<file path="src/rtl/wb_mux_pipe_if.sv">
// rtl/wb_mux_pipe_if.sv - writeback select bus: sources, select, handshake and result
interface wb_mux_pipe_if #(
    parameter int WIDTH  = 32,
    parameter int NUM_IN = 4,
    parameter int SEL_W  = 2
);
    logic [NUM_IN*WIDTH-1:0] in_data;
    logic [SEL_W-1:0]        sel;
    logic                    in_valid;
    logic                    in_ready;
    logic                    flush;
    logic [WIDTH-1:0]        out_data;
    logic [SEL_W-1:0]        out_sel;
    logic                    out_err;
    logic                    out_valid;
    logic                    out_ready;
    logic [7:0]              err_count;

    modport slave (
        input  in_data, sel, in_valid, flush, out_ready,
        output in_ready, out_data, out_sel, out_err, out_valid, err_count
    );

    modport master (
        output in_data, sel, in_valid, flush, out_ready,
        input  in_ready, out_data, out_sel, out_err, out_valid, err_count
    );
endinterface

</file>
<file path="src/rtl/wb_mux_pipe.sv">
// rtl/wb_mux_pipe.sv - registered N-way writeback select with two-slot skid stage
module wb_mux_pipe #(
    parameter int WIDTH  = 32,
    parameter int NUM_IN = 4,
    parameter int SEL_W  = 2
) (
    input  logic          clk,
    input  logic          rst_f,
    wb_mux_pipe_if.slave  bus
);
    typedef enum logic [1:0] {S_EMPTY, S_ONE, S_TWO} state_t;

    state_t           state_q, state_d;
    logic [WIDTH-1:0] main_data_q, main_data_d, skid_data_q, skid_data_d;
    logic [SEL_W-1:0] main_sel_q, main_sel_d, skid_sel_q, skid_sel_d;
    logic             main_err_q, main_err_d, skid_err_q, skid_err_d;
    logic             out_valid_q, out_valid_d;
    logic             in_ready_q, in_ready_d;
    logic [7:0]       err_cnt_q, err_cnt_d;

    logic [WIDTH-1:0] ent_data;
    logic             ent_err;
    logic             accept, consume;

    // Out-of-range selects yield a zero entry flagged as an error.
    always_comb begin
        ent_err  = int'(bus.sel) >= NUM_IN;
        ent_data = '0;
        for (int i = 0; i < NUM_IN; i++) begin
            if (int'(bus.sel) == i) ent_data = bus.in_data[i*WIDTH +: WIDTH];
        end
    end

    assign accept  = bus.in_valid & in_ready_q;
    assign consume = out_valid_q & bus.out_ready;

    always_comb begin
        state_d     = state_q;
        main_data_d = main_data_q;
        main_sel_d  = main_sel_q;
        main_err_d  = main_err_q;
        skid_data_d = skid_data_q;
        skid_sel_d  = skid_sel_q;
        skid_err_d  = skid_err_q;
        out_valid_d = out_valid_q;
        in_ready_d  = in_ready_q;
        err_cnt_d   = err_cnt_q;

        // The error count sees accepts even in a flush cycle.
        if (accept && ent_err && err_cnt_q != 8'hFF) err_cnt_d = err_cnt_q + 8'd1;

        if (bus.flush) begin
            state_d     = S_EMPTY;
            out_valid_d = 1'b0;
            in_ready_d  = 1'b1;
        end else begin
            case (state_q)
                S_EMPTY: begin
                    if (accept) begin
                        main_data_d = ent_data;
                        main_sel_d  = bus.sel;
                        main_err_d  = ent_err;
                        state_d     = S_ONE;
                        out_valid_d = 1'b1;
                    end
                end
                S_ONE: begin
                    if (accept && consume) begin
                        main_data_d = ent_data;
                        main_sel_d  = bus.sel;
                        main_err_d  = ent_err;
                    end else if (accept) begin
                        skid_data_d = ent_data;
                        skid_sel_d  = bus.sel;
                        skid_err_d  = ent_err;
                        state_d     = S_TWO;
                        in_ready_d  = 1'b0;
                    end else if (consume) begin
                        state_d     = S_EMPTY;
                        out_valid_d = 1'b0;
                    end
                end
                S_TWO: begin
                    if (consume) begin
                        main_data_d = skid_data_q;
                        main_sel_d  = skid_sel_q;
                        main_err_d  = skid_err_q;
                        state_d     = S_ONE;
                        in_ready_d  = 1'b1;
                    end
                end
                default: begin
                    state_d     = S_EMPTY;
                    out_valid_d = 1'b0;
                    in_ready_d  = 1'b1;
                end
            endcase
        end
    end

    always_ff @(posedge clk or negedge rst_f) begin
        if (!rst_f) begin
            state_q     <= S_EMPTY;
            main_data_q <= '0;
            main_sel_q  <= '0;
            main_err_q  <= 1'b0;
            skid_data_q <= '0;
            skid_sel_q  <= '0;
            skid_err_q  <= 1'b0;
            out_valid_q <= 1'b0;
            in_ready_q  <= 1'b1;
            err_cnt_q   <= '0;
        end else begin
            state_q     <= state_d;
            main_data_q <= main_data_d;
            main_sel_q  <= main_sel_d;
            main_err_q  <= main_err_d;
            skid_data_q <= skid_data_d;
            skid_sel_q  <= skid_sel_d;
            skid_err_q  <= skid_err_d;
            out_valid_q <= out_valid_d;
            in_ready_q  <= in_ready_d;
            err_cnt_q   <= err_cnt_d;
        end
    end

    assign bus.out_data  = main_data_q;
    assign bus.out_sel   = main_sel_q;
    assign bus.out_err   = main_err_q;
    assign bus.out_valid = out_valid_q;
    assign bus.in_ready  = in_ready_q;
    assign bus.err_count = err_cnt_q;
endmodule
</file>
<file path="src/flat_wrapper.sv">
// flat-port wrapper written by rule: the top's interface ports become plain ports
module wb_mux_pipe_flat 
#(
    parameter int WIDTH  = 32,
    parameter int NUM_IN = 4,
    parameter int SEL_W  = 2
)
  (clk, rst_f, bus_in_data, bus_sel, bus_in_valid, bus_flush, bus_out_ready, bus_in_ready, bus_out_data, bus_out_sel, bus_out_err, bus_out_valid, bus_err_count);
  wb_mux_pipe_if #(.WIDTH(WIDTH), .NUM_IN(NUM_IN), .SEL_W(SEL_W)) bus_i ();
  input  logic clk;
  input  logic rst_f;
  input wire logic [$bits(bus_i.in_data)-1:0] bus_in_data;
  input wire logic [$bits(bus_i.sel)-1:0] bus_sel;
  input wire logic [$bits(bus_i.in_valid)-1:0] bus_in_valid;
  input wire logic [$bits(bus_i.flush)-1:0] bus_flush;
  input wire logic [$bits(bus_i.out_ready)-1:0] bus_out_ready;
  output wire logic [$bits(bus_i.in_ready)-1:0] bus_in_ready;
  output wire logic [$bits(bus_i.out_data)-1:0] bus_out_data;
  output wire logic [$bits(bus_i.out_sel)-1:0] bus_out_sel;
  output wire logic [$bits(bus_i.out_err)-1:0] bus_out_err;
  output wire logic [$bits(bus_i.out_valid)-1:0] bus_out_valid;
  output wire logic [$bits(bus_i.err_count)-1:0] bus_err_count;
  assign bus_i.in_data = bus_in_data;
  assign bus_i.sel = bus_sel;
  assign bus_i.in_valid = bus_in_valid;
  assign bus_i.flush = bus_flush;
  assign bus_i.out_ready = bus_out_ready;
  assign bus_in_ready = bus_i.in_ready;
  assign bus_out_data = bus_i.out_data;
  assign bus_out_sel = bus_i.out_sel;
  assign bus_out_err = bus_i.out_err;
  assign bus_out_valid = bus_i.out_valid;
  assign bus_err_count = bus_i.err_count;
  wb_mux_pipe #(.WIDTH(WIDTH), .NUM_IN(NUM_IN), .SEL_W(SEL_W)) u_core (.clk(clk), .rst_f(rst_f), .bus(bus_i));
endmodule
</file>
<file path="config.mk">
export PLATFORM = sky130hd
export DESIGN_NAME = wb_mux_pipe_flat
export DESIGN_NICKNAME = d
export VERILOG_FILES = /design/src/rtl/wb_mux_pipe_if.sv /design/src/rtl/wb_mux_pipe.sv /design/src/flat_wrapper.sv
export SDC_FILE = /design/constraint.sdc
export NUM_CORES = 1
export LEC_CHECK = 0
export ABC_CLOCK_PERIOD_IN_PS = 2700
export BUFFER_PORTS_ARGS = -buffer_cell sky130_fd_sc_hd__buf_4
export CAP_MARGIN = 20
export CORE_MARGIN = 2
export CORE_UTILIZATION = 45
export CTS_BUF_LIST = sky130_fd_sc_hd__clkbuf_16
export DETAILED_ROUTE_END_ITERATION = 7
export PLACE_DENSITY = 0.75
export SLEW_MARGIN = 25
export SYNTH_ARGS = -nofsm -noshare
export SYNTH_HDL_FRONTEND = slang
export SYNTH_SLANG_ARGS = --single-unit
</file>
<file path="constraint.sdc">
create_clock -name clk -period 2.7 [get_ports clk]
set_input_delay 0.135 -clock clk [delete_from_list [all_inputs] [get_ports clk]]
set_output_delay 0.135 -clock clk [all_outputs]
set_load 0.005 [all_outputs]
</file>
Word-level counts from Yosys, hierarchy flattened
Cells that the tools add are included.
{"block": "totals", "elab_cells": 70, "regBits": 73, "input_bits": 135}
{"block": "classes", "n_bitwise": 4, "mux": 32, "reduce_logical": 9, "n_eq_ne": 17}
{"op": "32-bit two-way mux", "n": 7}
{"op": "32-bit case mux with 3 select lines", "n": 1}
{"op": "2-bit two-way mux", "n": 9}
{"op": "3-bit by 2-bit != test with 1-bit output, second input constant", "n": 4}
{"op": "2-bit case mux with 3 select lines", "n": 2}
{"op": "4-bit AND reduction", "n": 3}
{"op": "1-bit two-way mux", "n": 10}
{"op": "5-bit AND reduction", "n": 2}
{"op": "1-bit case mux with 3 select lines", "n": 3}
{"op": "2-bit == test, second input constant", "n": 3}
{"op": "2-bit by 1-bit != test with 1-bit output, second input constant", "n": 3}
{"op": "3-bit != test, second input constant", "n": 2}
{"op": "2-bit by 1-bit == test with 1-bit output, second input constant", "n": 2}
{"op": "2-bit logical NOT", "n": 2}
{"op": "2-bit != test, second input constant", "n": 2}
{"op": "4-bit by 2-bit != test with 1-bit output, second input constant", "n": 1}
{"op": "3-bit nonzero test", "n": 1}
{"op": "1-bit AND", "n": 2}
{"op": "1-bit NOT", "n": 2}
{"op": "1-bit logical AND", "n": 1}

Logic depth before layout (Yosys ltp)
Gate-level depths: netlist of the first run.
{"block": "logic_depth", "ltp_word": 7, "mapped_depth": 7, "depth_no_buf": 4}

Least setup slack after synthesis of the first run
No wires, ideal clock.
{"block": "synth_timing", "path_type": "register -> register", "start": "register u_core.in_ready_q (netlist: u_core.bus.in_ready)", "end": "register u_core.main_data_q[23] (netlist: u_core.bus.out_data[23])", "slack_ns": 0.945, "arrival_time_ns": 1.631, "period_less_slack_ns": 1.755, "stages_incl_launch_ff": 6, "setup_ns": 0.125, "cell_sequence": "dfstp_2 > and3b_1 > nand2_1 > a21oi_4 > buf_6 > mux2_2"}
{"block": "synth_between", "elab_chain_len": 4, "word_cells_on_any_way": 5}
{"element": "start: declaration", "line": "wb_mux_pipe.sv:18", "text": "logic in_ready_q, in_ready_d;"}
{"element": "start signal: assignment", "line": "wb_mux_pipe.sv:122", "text": "in_ready_q <= in_ready_d;"}
{"element": "1-bit AND *", "line": "wb_mux_pipe.sv:34", "text": "assign accept = bus.in_valid & in_ready_q;"}
{"element": "1-bit logical AND", "line": "wb_mux_pipe.sv:68", "text": "if (accept && consume) begin"}
{"element": "2-bit by 1-bit != test with 1-bit output (no line)"}
{"element": "5-bit AND reduction (no line) *"}
{"element": "end signal: assignment", "line": "wb_mux_pipe.sv:115", "text": "main_data_q <= main_data_d;"}
{"element": "end: declaration", "line": "wb_mux_pipe.sv:14", "text": "logic [WIDTH-1:0] main_data_q, main_data_d, skid_data_q, skid_data_d;"}
Mark *: on every way between the ends. The rest lies on a longest branch, timed or not.
A chain may end at the register's enable or synchronous reset.

Final worst setup path of the first run
{"block": "layout_timing", "start": "register u_core.state_q[0]", "end": "register u_core.main_data_q[2] (netlist: u_core.bus.out_data[2])"}
{"block": "layout_between", "elab_chain_len": 3, "word_cells_on_any_way": 9}
{"element": "start: declaration", "line": "wb_mux_pipe.sv:13", "text": "state_t state_q, state_d;"}
{"element": "start signal: assignment", "line": "wb_mux_pipe.sv:114", "text": "state_q <= state_d;"}
{"element": "2-bit == test (tied with other cells)", "line": "wb_mux_pipe.sv:57", "text": "case (state_q)"}
{"element": "2-bit by 1-bit != test with 1-bit output (no line) or 3-bit nonzero test (tied branches)"}
{"element": "5-bit AND reduction (no line)"}
Parallel ways exist; a longest one is shown, timed or not.

==> results of run 1 <==
==> path summary, 6_finish.rpt <==
check	endpoint	slack (ns)	cells past startpoint
min	u_core.state_q[0]	0.03	2
min in group asynchronous	u_core.bus.out_valid	0.50	2
max	u_core.bus.out_data[2]	0.53	5
min reg2reg	u_core.skid_data_q[29]	0.48	2
max reg2reg	u_core.bus.out_data[2]	0.53	5
max in group asynchronous	u_core.bus.out_data[3]	1.58	2
==> registers in the layout, summed over array words and instances (netlist names) <==
| register | flops |
|---|---|
| u_core.bus.in_ready | 1 |
| u_core.bus.out_data | 32 |
| u_core.bus.out_sel | 2 |
| u_core.bus.out_valid | 1 |
| u_core.skid_data_q | 32 |
| u_core.skid_sel_q | 2 |
| u_core.state_q | 2 |
==> layout by cell type (no fill, tap or decap), types with 2 or more instances in the layout <==
master / n
buf_4: 178
dfrtp_1: 71
nor2_1: 64
mux2_2: 62
nand2_1: 39
a21oi_1: 35
mux2i_1: 34
o21ai_0: 32
nor3b_1: 31
a211oi_1: 31
conb_1: 9
clkbuf_16: 9
mux2_1: 5
clkinv_2: 4
nand3_1: 3
and2_1: 2
o21bai_1: 2
buf_12: 2
==> metal layers <==
layer | up-vias | GRT usage, %
li1 | 1973 | -
met3 | 7 | 5.451
met2 | 123 | 37.72
met5 | - | 0
met1 | 1917 | 27.47
met4 | 0 | 4.826
==> where the power goes <==
part | internal [mW] | switching [mW]
Sequential | 1.58 | 0.302
Clock | 0.706 | 0.439
Combinational | 0.893 | 0.624
Total | 3.18 | 1.37
==> layout make-up <==
cell class,count,area (um^2)
clock buffers,9,225.2
clock inverters,7,62.56
fillers,815,3640
inverters,1,3.754
multi-input cells,361,2487
flip-flops and latches,72,1803
well taps,133,166.4
repair buffers,181,1386
==> kinds of logic (layout without fill, tap and decap cells) <==
| group | Yosys count | count (layout) | share of synthesized area [%] |
|---|---|---|---|
| simple gates | 146 | 146 | 15.37 |
| flops | 72 | 72 | 39.83 |
| other cells | 1 | 9 | 0.08284 |
| buf+inv | 48 | 198 | 6.163 |
| compound gates | 105 | 105 | 14.37 |
| mux | 101 | 101 | 24.18 |
==> worst max-delay path: cells and delay by family, from the launching register on <==
kind | cells | cell delay [ns]
muxes | 1 | 0.37
and+or+nand+nor | 1 | 0.48
buffers and inverters | 1 | 0.25
AOI/OAI and AO/OA | 2 | 0.45
DFF | 1 | 0.48
==> per-stage QoR <==
step	hold WS, ns	area (um^2)
finish	0.02621	6135
global route	0.01805	6135
CTS	0.01516	6135
detailed placement	0.3294	5837
global placement	0.3284	5837
floorplan	-0.1606	4557
==> out/metrics.cfg, run 1 <==
[timing]
period_share_pct=80.50
slew_violations=0
clock.fmax_mhz=460.1
finalSetupTns_ns=0
slew_headroom_pct=37.79
rsz0062_at_grt=false
worst_slew_pin_slew_ns=0.9332
period_minus_slack_ns=2.174
fin_ws_ns=0.5265
fin_skew_ns=0.006550
finalHoldViolCount=0
setup_violations=0

[cts]
clock-sinks=72
htreeDepth=3
hold_buffers=1
clockBufferDepth=2
cts_inserted_buffers=9
postCtsResizedCells=0
cts_setup_buffers=0
cts_tree=built
path_clk_slew_ns=0.06
clk_latency_ns=0.32
cts_root_buf=clkbuf_16

[routing]
via_per_inst=5.262
vias=4020
drt-total-wl_um=11840
wl_met2_um=6112
drt-met1-wl_um=5044
top_layer_used=met4
drt-pass1-iter-count=5
wl_per_cell_um=15.50
dr_wl_met3_um=610
drc_errors=0
ant_nets=0
drt-initial-drc-count=153

[floorplan]
dieArea_um2=10880
die_w_um=104.3
num_rows=36
io-pin-count=180
die_y_um=104.3
core_area_um2=9774
start_util_pct=46.31

[placement]
place_worst_setup_slack_ns=0.5253
dp_hpwl_um=8146
post-place-cells=747
io_buffers=170
place_congestion=0.7258

[run_status]
status=complete, no violations

[global_routing]
grt_pass1_wl_um=19590
grt_util_all_layers_pct=21.81
antenna_found_initial=0
globalRoute.totalOverflow=0
grt_max_degree=98
first_global_vias=4070

[worst_hold_path]
min_from=bus_flush
hold_class=in2reg

[yosys]
ys_seq_area_share_pct=39.83
synth_area_per_cell_um2=9.570
yosysUniqueCellTypes=33
ys_warn_count=0
synth_top_cell_by_area=dfrtp_1
synth_edf_count=0
synth_seq_cells=72
netlist_area_um2=4527
yosysMostFrequentCell=dfrtp_1
yosysTopAreaCellShare_pct=39.25
synthArstFlopShare_pct=100.0
synthTopCellsByArea=dfrtp_1 39%, mux2_2 15%, mux2i_1 7.5%
synthFlopType=dfrtp_1
synth_commonest_cells=71 x dfrtp_1, 64 x nor2_1, 62 x mux2_2
syn_inst=473

[setup_path]
r2r_start=u_core.state_q[0]
critPathArrivalTime_ns=2.38
setup.worst_path.end_class=flop
cp-start-kind=flop
cp_cell_sequence=nor2b_4, a32oi_4, a21oi_4, buf_12, mux2_2
worstPathMaxFanout=27
crit_start=u_core.state_q[0]
cp_slowest_cell=dfrtp_1
setup.worst_path.class=reg2reg
max_stage_delay_ns=0.48
required_ns=2.90

[layout]
finish.utilization_pct=62.76
layout.nets=761
syn2layout_area_growth_pct=35.52
fin_cells=764
insertedDiodeCount=0
drive_above_1_share_pct=41.52

[power]
power_density_nw_per_um2=740.7
ir_drop_uv=336.4
p_leak_nw=2.867
power_mw=4.544

[flow_run]
cap_violations=0

(Power assumes the default switching activity.)
==> inputs of run 2 (changes only) <==
ABC_AREA = 1   (was not set)
ABC_CLOCK_PERIOD_IN_PS = 1800   (was 2700)
CORE_UTILIZATION = 44   (was 45)
PLACE_DENSITY = 0.77   (was 0.75)
clock period = 1.8 ns   (was 2.7 ns; I/O delays follow)
==> run 2 against run 1 <==
Net effect: sequential share of layout area rose by 1.2 points; fmax rose by 36%; synthesized cell count grew 34%; die area fell by 3.1%; area after synthesis fell by 5.4%; utilization shrank 1.4 points; worst hold slack better by 0.078 ns; count of clock-buffer cells in the layout did not move; critical path depth is 4 higher; sequential power is 49% higher; combinational power rose by 71%; critical path type unchanged; largest cell class unchanged.
==> out/metrics.cfg, run 2 <==
[run_status]
status=complete, no violations

[cts]
postCtsResizedCells=0  ; unchanged
cts_inserted_buffers=9  ; unchanged
clk_latency_ns=0.33  ; about the same
path_clk_slew_ns=0.06  ; about the same
cts_setup_buffers=0  ; unchanged
cts_root_buf=clkbuf_16
cts_tree=built
clockBufferDepth=2  ; unchanged
htreeDepth=3  ; unchanged
clock-sinks=72  ; unchanged
hold_buffers=1  ; unchanged

[placement]
io_buffers=170  ; unchanged
post-place-cells=908  ; +22%
dp_hpwl_um=9215  ; +13%
place_congestion=0.8582  ; +18%

[setup_path]
required_ns=2.06  ; -0.84 ns
cp_cell_sequence=nand2_1, inv_1, nand2_1, nand2_1, nand3_2, buf_12, nor2_1, nand2_1, nand2_1
worstPathMaxFanout=68  ; +150%
setup.worst_path.end_class=flop
cp_slowest_cell=dfstp_2
critPathArrivalTime_ns=1.86  ; -0.52 ns
max_stage_delay_ns=0.54  ; +0.06 ns
cpLargestDelayFamily=simple AND/OR/NAND/NOR gates
cp-start-kind=flop
path_common_cell=nand2_1
rrSetupSlack_ns=0.21  ; -0.32 ns
setup.worst_path.class=reg2reg
cp.buffers_inverters=2  ; +1

[yosys]
ys_warn_count=0  ; unchanged
synth_seq_cells=72  ; unchanged
synthFlopType=dfrtp_1
synth_edf_count=0  ; unchanged
yosysTopAreaCellShare_pct=41.50  ; +2.2 points
synth_area_per_cell_um2=6.764  ; -29%
yosysUniqueCellTypes=22  ; -33%
synth_commonest_cells=250 x nand2_1, 72 x nor2_1, 71 x dfrtp_1
ys_seq_area_share_pct=42.11  ; +2.3 points
syn_inst=633  ; +34%
synth_top_cell_by_area=dfrtp_1
synthArstFlopShare_pct=100.0  ; unchanged
synthTopCellsByArea=dfrtp_1 41%, nand2_1 22%, nand3_1 7.9%
netlist_area_um2=4282  ; -5.4%
yosysMostFrequentCell=nand2_1

[routing]
ant_nets=0  ; unchanged
vias=4551  ; +13%
via_per_inst=4.920  ; -6.5%
drt-total-wl_um=12550  ; +6.0%
drt-initial-drc-count=199  ; +30%
drc_errors=0  ; unchanged
wl_per_cell_um=13.57  ; -12%
drt-pass1-iter-count=4  ; -1

[layout]
drive_above_1_share_pct=29.29  ; -12 points
insertedDiodeCount=0  ; unchanged
multiInputGateArea_um2=2197  ; -12%
layout_common_cells=249 x nand2_1, 181 x buf_4, 72 x nor2_1, 71 x dfrtp_1, 68 x nand3_1
syn2layout_area_growth_pct=37.43
seqCellArea_um2=1803  ; unchanged
fin_cells=925  ; +21%
fillCellCount=898  ; +10%
layout.nets=922  ; +21%
final_common_cell=nand2_1

[floorplan]
num_rows=36  ; unchanged
start_util_pct=44.63  ; -1.7 points
die_w_um=102.6  ; -1.6%
core_area_um2=9594  ; -1.8%
io-pin-count=180  ; unchanged
die_y_um=102.6  ; -1.6%
dieArea_um2=10540  ; -3.1%

[timing]
clock.fmax_mhz=627.9  ; +36%
rsz0062_at_grt=false
period_share_pct=88.47  ; +8.0 points
period_minus_slack_ns=1.592  ; -0.5810 ns
setup_violations=0  ; unchanged
fin_skew_ns=0.006796  ; +0.0002464 ns
finalSetupTns_ns=0  ; unchanged
slew_violations=0  ; unchanged
finalHoldViolCount=0  ; unchanged

[worst_hold_path]
hold_class=in2reg

[global_routing]
globalRoute.totalOverflow=0  ; unchanged
grt_max_degree=70  ; -29%
first_global_vias=4153  ; +2.0%
grt_util_all_layers_pct=23.67  ; +1.9 points
grt_pass1_wl_um=19510  ; -0.42%
antenna_found_initial=0  ; unchanged

[flow_run]
cap_violations=0  ; unchanged

[power]
power_density_nw_per_um2=1176  ; +59%
p_leak_nw=3.293  ; +15%
ir_drop_uv=579.5  ; +72%

==> run 2: report_power, final <==
group | internal [mW] | switching [mW]
Sequential | 2.36 | 0.437
Combinational | 1.25 | 1.36
Clock | 0.897 | 0.626
Total | 4.50 | 2.42
==> run 2: final cells by class <==
cell class	count	area share, %
Clock buffer	9	3.827
Clock inverter	7	0.4465
Inverter	10	0.6379
Multi-Input combinational cell	509	37.34
Sequential cell	72	30.64
Tap cell	133	2.828
Timing Repair Buffer	185	24.28
==> run 2: path summary, 6_finish.rpt <==
kind                                startpoint                      end  cells past startpoint
min in group asynchronous                rst_f  u_core.bus.out_data[14]                      2
setup reg to reg           u_core.bus.in_ready  u_core.bus.out_data[11]                      9
hold / removal                       bus_flush        u_core.state_q[0]                      4
max in group asynchronous                rst_f   u_core.bus.out_data[1]                      3
setup / recovery           u_core.bus.in_ready  u_core.bus.out_data[11]                      9
hold reg to reg            u_core.bus.in_ready      u_core.bus.in_ready                      2
==> run 2: per-stage QoR <==
step	worst slack (ns)	cell area (um^2)	total power, mW	utilization [%]	hold WS [ns]
global route	0.08031	5884	7.460	61.33	0.1034
floorplan	0.3478	4312	4.189	-	-0.2056
CTS	0.2201	5884	6.980	61.33	0.09467
global placement	0.3190	5623	5.297	58.61	0.07282
finish	0.2075	5884	6.922	61.33	0.1039
detailed placement	0.2317	5623	5.434	58.61	0.08043
==> run 2: kinds of logic after synthesis <==
group	Yosys count	synth area share (%)
simple gates	427	41.93
flops	72	42.11
buf+inv	60	7.335
compound gates	73	8.533
other cells	1	0.08758
==> run 2: worst register-to-register path, stage by stage (launching register included) <==
cell     delay, ns
dfstp_2       0.54
nand2_1       0.12
inv_1         0.13
nand2_1       0.07
nand2_1       0.07
nand3_2       0.08
buf_12        0.21
nor2_1        0.17
nand2_1       0.08
nand2_1       0.06
==> run 2: metal layers <==
metal / GRT usage (%) / share of wire [%]
met3: 4.203 / 4.8
met4: 8.410 / 1.5
met1: 30.62 / 42
met5: 0 / 0
met2: 39.97 / 51
